===== config.mk =====
export PLATFORM = sky130hd
export DESIGN_NAME = ioctl_sram_writer
export DESIGN_NICKNAME = d
export VERILOG_FILES = /design/src/rtl/ioctl_sram_writer.sv
export SDC_FILE = /design/constraint.sdc
export NUM_CORES = 1
export LEC_CHECK = 0
export CAP_MARGIN = 20
export CORE_MARGIN = 2
export CORE_UTILIZATION = 40
export DETAILED_ROUTE_END_ITERATION = 6
export GPL_TIMING_DRIVEN = 0
export PLACE_DENSITY = 0.66
export REMOVE_ABC_BUFFERS = 1
export SYNTH_ARGS = -nofsm -noshare
export SYNTH_HDL_FRONTEND = slang
export SYNTH_SLANG_ARGS = --single-unit

===== constraint.sdc =====
create_clock -name clk -period 3.47 [get_ports clk]
set_input_delay 0.5205 -clock clk [delete_from_list [all_inputs] [get_ports clk]]
set_output_delay 0.5205 -clock clk [all_outputs]
set_load 0.005 [all_outputs]

===== src/rtl/ioctl_sram_writer.sv =====
// Buffers ioctl loader bytes in a small FIFO and replays them as timed async-SRAM write cycles.
// Define IOCTL_SRAM_READBACK_VERIFY_EN to add a readback compare after each write.
module ioctl_sram_writer #(
    parameter int FIFO_DEPTH = 4,
    parameter int WE_CYCLES  = 2
) (
    input  logic        clk,
    input  logic        reset,
    input  logic        ioctl_download,
    input  logic        ioctl_wr,
    input  logic [24:0] ioctl_addr,
    input  logic [7:0]  ioctl_data,
    output logic [20:0] sram_addr,
    output logic [7:0]  sram_data_o,
    output logic        sram_data_oe,
    input  logic [7:0]  sram_data_i,
    output logic        sram_we_n,
    output logic        busy,
    output logic        overflow,
    output logic [63:0] header,
    output logic        header_valid,
    output logic        done,
    output logic        verify_error,
    output logic [20:0] verify_addr
);

    localparam int AW = $clog2(FIFO_DEPTH);

`ifdef IOCTL_SRAM_READBACK_VERIFY_EN
    typedef enum logic [2:0] {S_IDLE, S_SETUP, S_WRITE, S_HOLD, S_RDWAIT, S_CHECK} state_t;
`else
    typedef enum logic [2:0] {S_IDLE, S_SETUP, S_WRITE, S_HOLD} state_t;
`endif

    state_t      state_q, state_d;
    logic [3:0]  cnt_q, cnt_d;
    logic        pop;
    logic        we_n_q, oe_q;
    logic [20:0] addr_q;
    logic [7:0]  data_q;

    logic [28:0] fifo_mem [FIFO_DEPTH];
    logic [AW:0] wr_ptr_q, rd_ptr_q;
    logic        fifo_empty, fifo_full, push, fifo_we, dl_rise, hdr_hit;
    logic        wr_prev_q, dl_prev_q, overflow_q, hv_q, started_q, done_q;

    assign fifo_empty = (wr_ptr_q == rd_ptr_q);
    assign fifo_full  = (wr_ptr_q[AW] != rd_ptr_q[AW]) &&
                        (wr_ptr_q[AW-1:0] == rd_ptr_q[AW-1:0]);
    assign push    = ioctl_download && ioctl_wr && !wr_prev_q;
    // A pop in the same clock frees the slot, so a full FIFO still accepts.
    assign fifo_we = push && (!fifo_full || pop);
    assign dl_rise = ioctl_download && !dl_prev_q;
    assign hdr_hit = push && (ioctl_addr[24:3] == 22'd0);

    always_ff @(posedge clk) begin
        if (fifo_we) begin
            fifo_mem[wr_ptr_q[AW-1:0]] <= {ioctl_addr[20:0], ioctl_data};
        end
    end

    always_ff @(posedge clk or posedge reset) begin
        if (reset) begin
            wr_ptr_q <= '0;
            rd_ptr_q <= '0;
        end else begin
            if (fifo_we) wr_ptr_q <= wr_ptr_q + {{AW{1'b0}}, 1'b1};
            if (pop)     rd_ptr_q <= rd_ptr_q + {{AW{1'b0}}, 1'b1};
        end
    end

    always_comb begin
        state_d = state_q;
        cnt_d   = cnt_q;
        pop     = 1'b0;
        case (state_q)
            S_IDLE: begin
                if (!fifo_empty) begin
                    state_d = S_SETUP;
                    pop     = 1'b1;
                end
            end
            S_SETUP: begin
                state_d = S_WRITE;
                cnt_d   = 4'd0;
            end
            S_WRITE: begin
                if (cnt_q == 4'(WE_CYCLES - 1)) state_d = S_HOLD;
                else                            cnt_d   = cnt_q + 4'd1;
            end
`ifdef IOCTL_SRAM_READBACK_VERIFY_EN
            S_HOLD: begin
                state_d = S_RDWAIT;
                cnt_d   = 4'd0;
            end
            S_RDWAIT: begin
                if (cnt_q == 4'd1) state_d = S_CHECK;
                else               cnt_d   = cnt_q + 4'd1;
            end
            S_CHECK: begin
                state_d = fifo_empty ? S_IDLE : S_SETUP;
                pop     = !fifo_empty;
            end
`else
            S_HOLD: begin
                state_d = fifo_empty ? S_IDLE : S_SETUP;
                pop     = !fifo_empty;
            end
`endif
            default: state_d = S_IDLE;
        endcase
    end

    // SRAM strobes are registered from the next state so they stay glitch-free.
    always_ff @(posedge clk or posedge reset) begin
        if (reset) begin
            state_q <= S_IDLE;
            cnt_q   <= 4'd0;
            we_n_q  <= 1'b1;
            oe_q    <= 1'b0;
            addr_q  <= 21'd0;
            data_q  <= 8'd0;
        end else begin
            state_q <= state_d;
            cnt_q   <= cnt_d;
            we_n_q  <= (state_d != S_WRITE);
            oe_q    <= (state_d == S_SETUP) || (state_d == S_WRITE) || (state_d == S_HOLD);
            if (pop) {addr_q, data_q} <= fifo_mem[rd_ptr_q[AW-1:0]];
        end
    end

    always_ff @(posedge clk or posedge reset) begin
        if (reset) begin
            wr_prev_q  <= 1'b0;
            dl_prev_q  <= 1'b0;
            overflow_q <= 1'b0;
            hv_q       <= 1'b0;
            started_q  <= 1'b0;
            done_q     <= 1'b0;
        end else begin
            wr_prev_q <= ioctl_wr;
            dl_prev_q <= ioctl_download;
            done_q    <= 1'b0;
            if (dl_rise) begin
                overflow_q <= 1'b0;
                hv_q       <= 1'b0;
            end
            if (push && fifo_full && !pop)               overflow_q <= 1'b1;
            if (hdr_hit && (ioctl_addr[2:0] == 3'd7))    hv_q       <= 1'b1;
            if (ioctl_download) begin
                started_q <= 1'b1;
            end else if (started_q && fifo_empty && (state_q == S_IDLE)) begin
                done_q    <= 1'b1;
                started_q <= 1'b0;
            end
        end
    end

    for (genvar gi = 0; gi < 8; gi++) begin : g_hdr
        logic [7:0] byte_q;
        always_ff @(posedge clk or posedge reset) begin
            if (reset) begin
                byte_q <= 8'd0;
            end else if (hdr_hit && (ioctl_addr[2:0] == 3'(gi))) begin
                byte_q <= ioctl_data;
            end
        end
        assign header[63-8*gi -: 8] = byte_q;
    end

`ifdef IOCTL_SRAM_READBACK_VERIFY_EN
    logic        verr_q;
    logic [20:0] vaddr_q;
    always_ff @(posedge clk or posedge reset) begin
        if (reset) begin
            verr_q  <= 1'b0;
            vaddr_q <= 21'd0;
        end else begin
            if (dl_rise) verr_q <= 1'b0;
            if ((state_q == S_CHECK) && (sram_data_i != data_q)) begin
                verr_q <= 1'b1;
                if (!verr_q) vaddr_q <= addr_q;
            end
        end
    end
    assign verify_error = verr_q;
    assign verify_addr  = vaddr_q;
`else
    logic unused_sram_data;
    assign unused_sram_data = ^sram_data_i;
    assign verify_error     = 1'b0;
    assign verify_addr      = 21'd0;
`endif

    assign sram_addr    = addr_q;
    assign sram_data_o  = data_q;
    assign sram_data_oe = oe_q;
    assign sram_we_n    = we_n_q;
    assign busy         = !fifo_empty || (state_q != S_IDLE);
    assign overflow     = overflow_q;
    assign header_valid = hv_q;
    assign done         = done_q;

endmodule


==> summary.md, run 1 <==
| Metric | Value |
|---|---|
| Synth cell count leaders | 116 x edfxtp_1, 113 x dfrtp_1, 81 x mux2_2 |
| Die X | 153.6 um |
| PwrDens | 701.3 mW/mm^2 |
| Crit. End Element | output port |
| Final Setup Violations | 0 |
| Core ar. | 0.02189 mm^2 |
| Tightest Hold Check Type | input port to asynchronous set/reset pin |
| Hold buffer count at CTS | 0 |
| Area growth from synthesis to layout | 27.79% |
| Dpl cells | 880 |
| Mapped Cells | 479 |
| Tightest Pin Transition | 0.8690 ns |
| Slew Viols, Final | 0 |
| Die height | 153.6 um |
| IO Port Bufs | 135 |
| Syn_area_per_cell | 18.69 um^2 |
| WL final | 18.72 mm |
| GRT Total Usage | 0.1599 |
| Placer Congestion | 0.7396 |
| WP data arrival | 2.80 ns |
| Fin. Hold Viols | 0 |
| Cell Area, Placed | 0.01058 mm^2 |
| Area leader, netlist | edfxtp_1 |
| CTS tree | built |
| Final Cell Area | 0.01144 mm^2 |
| First-pass GRT wire length | 29.57 mm |
| Vias | 4708 |
| Total I/O pin count | 166 |
| Filler cells | 1790 |
| Vias per Instance | 5.084 |
| CP max-delay cell | dfrtp_4 |
| Count leader, synth | edfxtp_1 |
| TritonCTS Buffers | 24 |
| Post-Place Worst Slack | 0.2019 ns |
| Vias in the first global route | 5153 |
| Post-route ant nets | 0 |
| Largest cells by area after synthesis | edfxtp_1 39%, dfrtp_1 32%, mux2_2 10%, mux4_2 7.3%, buf_4 1.8% |
| Req. time, crit path | 2.95 ns |
| Crit Path Category | register to output port |
| CP Cell Sequence | xor2_1 > or3_1 > or4_1 > clkdlybuf4s50_1 |
| Router iterations before antenna repair | 4 |
| Clk_skew | 0.007891 ns |
| Worst-path fanout max | 17 |
| Synthesized area | 0.008955 mm^2 |
| Post-synth cell types | 45 |
| Die area | 0.02360 mm^2 |
| CTS root buf | clkbuf_16 |
| Hold_ws | 0.4260 ns |
| Clk slew on worst S/H paths | 0.06 ns |
| Clock buffer depth | 3 |
| Clk_lat worst skew | 0.51 ns |
| Max-slew headroom | 0.4207 |
| Antenna violations before repair | 0 |
| Async SR Flop Fraction | 0.4957 |
| Nets | 680 |
| Fmax | 0.3014 GHz |
| Seq/Total Area, Yosys | 0.7077 |
| WL per Instance | 20.21 um |
| Post-synth top area share | 0.3890 |
| # DRC | 0 |
| Htree depth | 1 |
| Largest stage delay, worst path | 0.62 ns |
| RSZ-0062 raised after global routing | no |
| EDFF count, synth | 116 |
| Layout cells sized above 1 | 0.2724 |
| Top FF cell, synth | edfxtp_1 |
| Ant diodes | 0 |
| Fin crit share | 0.9561 |
| Setup TNS | 0 ns |
| Crit start category | register |
| Tmin final | 3.318 ns |
| Leakage | 4.539 nW |
| Register bit total from synthesis | 230 |
| Post-route insts no fill | 926 |
| Initial Util | 0.4091 |
| Sink Count | 230 |
| Pin count of the biggest net entering global routing | 62 |
| Setup ws final | 0.1522 ns |
| Row count | 54 |
| YS warnings | 0 |
| Detailed Place HPWL | 11.72 mm |
| GRT Residual Overflow | 0 |
| Status | completed |
| Max-Cap Viols | 0 |
| Drt first-iter violations | 169 |
| Max IR drop VDD | 369.9 uV |
[power breakdown]
part	total (W)	switching, W	internal, W
sequential	0.00347	0.000234	0.00324
clock	0.00266	0.00101	0.00165
combinational	0.00190	0.000760	0.00114
[metal layers]
layer / track usage / part of all wire / up-vias
li1: - / - / 2078
met1: 0.2159 / 0.43 / 2429
met2: 0.2533 / 0.46 / 170
met3: 0.05355 / 0.088 / 31
met4: 0.03713 / 0.019 / 0
met5: 0 / 0 / -
[worst paths after layout]
kind / startpoint / to / slack, ns / cells past startpoint
setup / recovery: rd_ptr_q[1] / busy / 0.15 / 4
hold / removal: reset / g_hdr[5].byte_q[4] / 0.43 / 2
setup reg to reg: rd_ptr_q[0] / fifo_mem[3][24] / 0.65 / 5
hold reg to reg: g_hdr[6].byte_q[4] / g_hdr[6].byte_q[4] / 0.49 / 1
max in group asynchronous: reset / sram_we_n / 2.32 / 3
min in group clk: ioctl_wr / wr_prev_q / 0.49 / 1
[metrics by stage]
stage	util	power, W
CTS	0.5227	0.008143
finish	0.5227	0.008025
floorplan	-	0.004549
global route	0.5227	0.008412
global placement	0.4794	0.005320
detailed placement	0.4831	0.005407
[timing repair]
| action | CTS | global route |
|---|---|---|
| gates resized for setup | 2 | 0 |
| setup buffers | 2 | 0 |
| setup endpoints to repair | 1 | 0 |
[critical path: cells and delay by family, from the launching register on]
| kind | cells | cell delay (ns) |
|---|---|---|
| XOR/XNOR | 1 | 0.22 |
| buffers and inverters | 1 | 0.49 |
| flip-flops | 1 | 0.62 |
| AND/OR/NAND/NOR | 2 | 0.95 |
[layout by cell type (no fill, tap or decap), drive strengths merged, types with 2 or more instances in the layout]
master,count
or4,2
conb,23
ha,7
and4,4
o21ai,4
nand2,6
mux2,95
clkbuf,31
nand4,5
xnor2,4
clkdlybuf4s50,135
dfrtp,113
mux4,29
xor2,5
nor3b,3
nor2,6
clkinv,9
inv,7
edfxtp,116
and2,7
buf,5
nand3,5
bufinv,4
nor4,6
[registers in the layout (all words and copies together), names as in the netlist]
signal        count
started_q         1
g_hdr.byte_q     64
fifo_mem        116
rd_ptr_q          3
wr_prev_q         1
wr_ptr_q          3
header_valid      1
overflow          1
state_q           3
sram_data_oe      1
sram_we_n         1
cnt_q             4
done              1
sram_addr        21
sram_data_o       8
dl_prev_q         1
[logic make-up after synthesis]
logic type | share of synthesized area
AO/OA/AOI/OAI | 0.007406
buffers and inverters | 0.03032
adder cells (fa/ha/maj) | 0.009780
other | 0.0004188
flip-flops | 0.7077
multiplexers | 0.1958
XOR/XNOR | 0.008802
AND/OR/NAND/NOR | 0.03982
[layout make-up]
| class | instances | area [um^2] | area share |
|---|---|---|---|
| tap | 280 | 350.3 | 0.03061 |
| clock buffer | 31 | 668.1 | 0.05839 |
| inverter | 7 | 31.28 | 0.002733 |
| multi-input combinational | 225 | 2436 | 0.2129 |
| clock inverter | 13 | 158.9 | 0.01389 |
| timing repair buffer | 140 | 1454 | 0.1270 |
| sequential | 230 | 6345 | 0.5544 |
Note: power is estimated with default switching activity, not from simulation.
==> inputs of run 2 (changes only) <==
--- a/config.mk
+++ b/config.mk
@@ -6,11 +6,13 @@
 export NUM_CORES = 1
 export LEC_CHECK = 0
 export CAP_MARGIN = 20
+export CORE_ASPECT_RATIO = 0.6
 export CORE_MARGIN = 2
-export CORE_UTILIZATION = 40
+export CORE_UTILIZATION = 41
+export CTS_CLUSTER_DIAMETER = 60
 export DETAILED_ROUTE_END_ITERATION = 6
 export GPL_TIMING_DRIVEN = 0
-export PLACE_DENSITY = 0.66
+export PLACE_DENSITY = 0.68
 export REMOVE_ABC_BUFFERS = 1
 export SYNTH_ARGS = -nofsm -noshare
 export SYNTH_HDL_FRONTEND = slang
==> summary.md, run 2 (same netlist as run 1, synthesis figures left out) <==
| Metric | Value |
|---|---|
| Crit start category | register |
| Most frequent cells in the layout | 135 x clkdlybuf4s50_1, 116 x edfxtp_1, 111 x dfrtp_1 |
| Tmin final | 3.331 ns |
| GRT Residual Overflow | 0 |
| Vias | 4669 |
| PwrDens | 691.0 mW/mm^2 |
| Tightest Hold Check Type | input port to asynchronous set/reset pin |
| # DRC | 0 |
| Antenna violations before repair | 0 |
| Post-Place Worst Slack | 0.2797 ns |
| Area growth from synthesis to layout | 26.90% |
| TritonCTS Buffers | 22 |
| Row count | 41 |
| Drt first-iter violations | 231 |
| Slew Viols, Final | 0 |
| CTS tree | built |
| Pwr Total | 0.007852 W |
| Router iterations before antenna repair | 5 |
| WP data arrival | 2.81 ns |
| CP Cell Sequence | xor2_1 > or3_1 > or4_1 > clkdlybuf4s50_1 |
| Vias in the first global route | 4963 |
| Initial Util | 0.4216 |
| Sink Count | 230 |
| RSZ-0062 raised after global routing | no |
| Largest stage delay, worst path | 0.64 ns |
| Max-slew headroom | 0.4316 |
| Hold buffer count at CTS | 0 |
| First-pass GRT wire length | 29.06 mm |
| Clk_lat worst skew | 0.49 ns |
| Commonest non-fill, non-tap cell in the layout | clkdlybuf4s50_1 |
| CTS root buf | clkbuf_16 |
| Fin crit share | 0.9598 |
| Status | completed |
| CP max-delay cell | dfrtp_4 |
| Ant diodes | 0 |
| Crit. End Element | output port |
| Die area | 0.02308 mm^2 |
| Crit Path Category | register to output port |
| Die height | 118.5 um |
| Clk_skew | 0.01773 ns |
| Layout cells sized above 1 | 0.2730 |
| Max FFs per register | 116 |
| Fmax | 0.3003 GHz |
| Max-Cap Viols | 0 |
| Top Family by Delay on Critical Path | simple AND/OR/NAND/NOR gates |
| Max IR drop VDD | 331.8 uV |
| Leakage | 4.483 nW |
| Placer Congestion | 0.7393 |
| Post-route ant nets | 0 |
| Htree depth | 1 |
| R2R setup slack | 0.66 ns |
| GRT Total Usage | 0.1648 |
| Filler cells | 1690 |
| Detailed Place HPWL | 11.97 mm |
| Req. time, crit path | 2.95 ns |
| Vias per Instance | 5.075 |
| Final Setup Violations | 0 |
| Clock buffer depth | 3 |
| Nets | 677 |
| Worst path bufs/invs | 1 |
| Die X | 194.8 um |
| Total I/O pin count | 166 |
| Fin. Hold Viols | 0 |
| Worst-path fanout max | 17 |
| Pin count of the biggest net entering global routing | 94 |
| WL final | 18.90 mm |
| Setup ws final | 0.1395 ns |
| Tightest Pin Transition | 0.8526 ns |
| WL per Instance | 20.54 um |
| Core ar. | 0.02124 mm^2 |
| IO Port Bufs | 135 |
| Clk slew on worst S/H paths | 0.07 ns |
==> run 2: changes by cell type in the layout (fill, tap and decap cells not counted) <==
cell	previous run	this run
clkbuf_16	25	23
clkbuf_8	2	1
clkinv_2	4	2
bufinv_16	4	3
buf_4	1	0
clkinv_4	0	2
clkinv_1	5	1
clkinvlp_4	0	4
==> run 2: timing repair <==
item,CTS,global route
resized for setup,1,1
cloned,0,0
setup endpoints to repair,1,1
setup buffers,0,1
==> run 2: path summary, 6_finish.rpt <==
kind	from	end	cells after the start
setup / recovery	rd_ptr_q[1]	busy	4
hold / removal	reset	g_hdr[7].byte_q[5]	2
setup reg to reg	rd_ptr_q[1]	fifo_mem[3][11]	4
hold reg to reg	started_q	started_q	1
max in group asynchronous	reset	sram_addr[12]	3
min in group clk	started_q	started_q	1
==> run 2: metal layers <==
layer | track usage | part of all wire | wire length [um] | up-vias
met1 | 0.2363 | 0.47 | 8861 | 2454
met3 | 0.05137 | 0.069 | 1307 | 19
met2 | 0.2520 | 0.45 | 8487 | 121
li1 | - | - | - | 2075
met5 | 0 | 0 | 0 | -
met4 | 0.02719 | 0.013 | 243 | 0
==> run 2: per-stage QoR <==
| stage | hold WS (ns) | utilization | instances | setup TNS, ns | area, um^2 |
|---|---|---|---|---|---|
| floorplan | 0.4409 | - | 462 | -7.295 | 8792 |
| CTS | 0.3225 | 0.5336 | 919 | 0 | 11330 |
| finish | 0.3319 | 0.5351 | 920 | 0 | 11360 |
| global route | 0.3515 | 0.5351 | 920 | 0 | 11360 |
| global placement | 0.4508 | 0.4941 | 876 | -371.45 | 10490 |
| detailed placement | 0.4738 | 0.4979 | 879 | 0 | 10580 |
==> run 2: worst reg2reg max path: stages, from the launching register on <==
cell and delay (ns):
dfrtp_4 0.64, xor2_1 0.28, a211oi_1 0.13, a21boi_0 0.54
and2_2 0.83
==> run 2: where the power goes <==
group	total [W]	leakage [nW]	switching (W)	internal, W
Clock	0.00247	0.356	0.00100	0.00147
Sequential	0.00353	2.54	0.000292	0.00324
Combinational	0.00185	1.59	0.000724	0.00113
Total	0.00785	4.48	0.00202	0.00583
==> run 2: layout make-up <==
cell class | count | area [um^2] | area share
flip-flops and latches | 230 | 6345 | 0.5584
multi-input cells | 225 | 2436 | 0.2144
repair buffers | 139 | 1446 | 0.1273
clock buffers | 28 | 604.3 | 0.05318
well taps | 279 | 349.1 | 0.03072
clock inverters | 12 | 151.4 | 0.01332
inverters | 7 | 31.28 | 0.002753
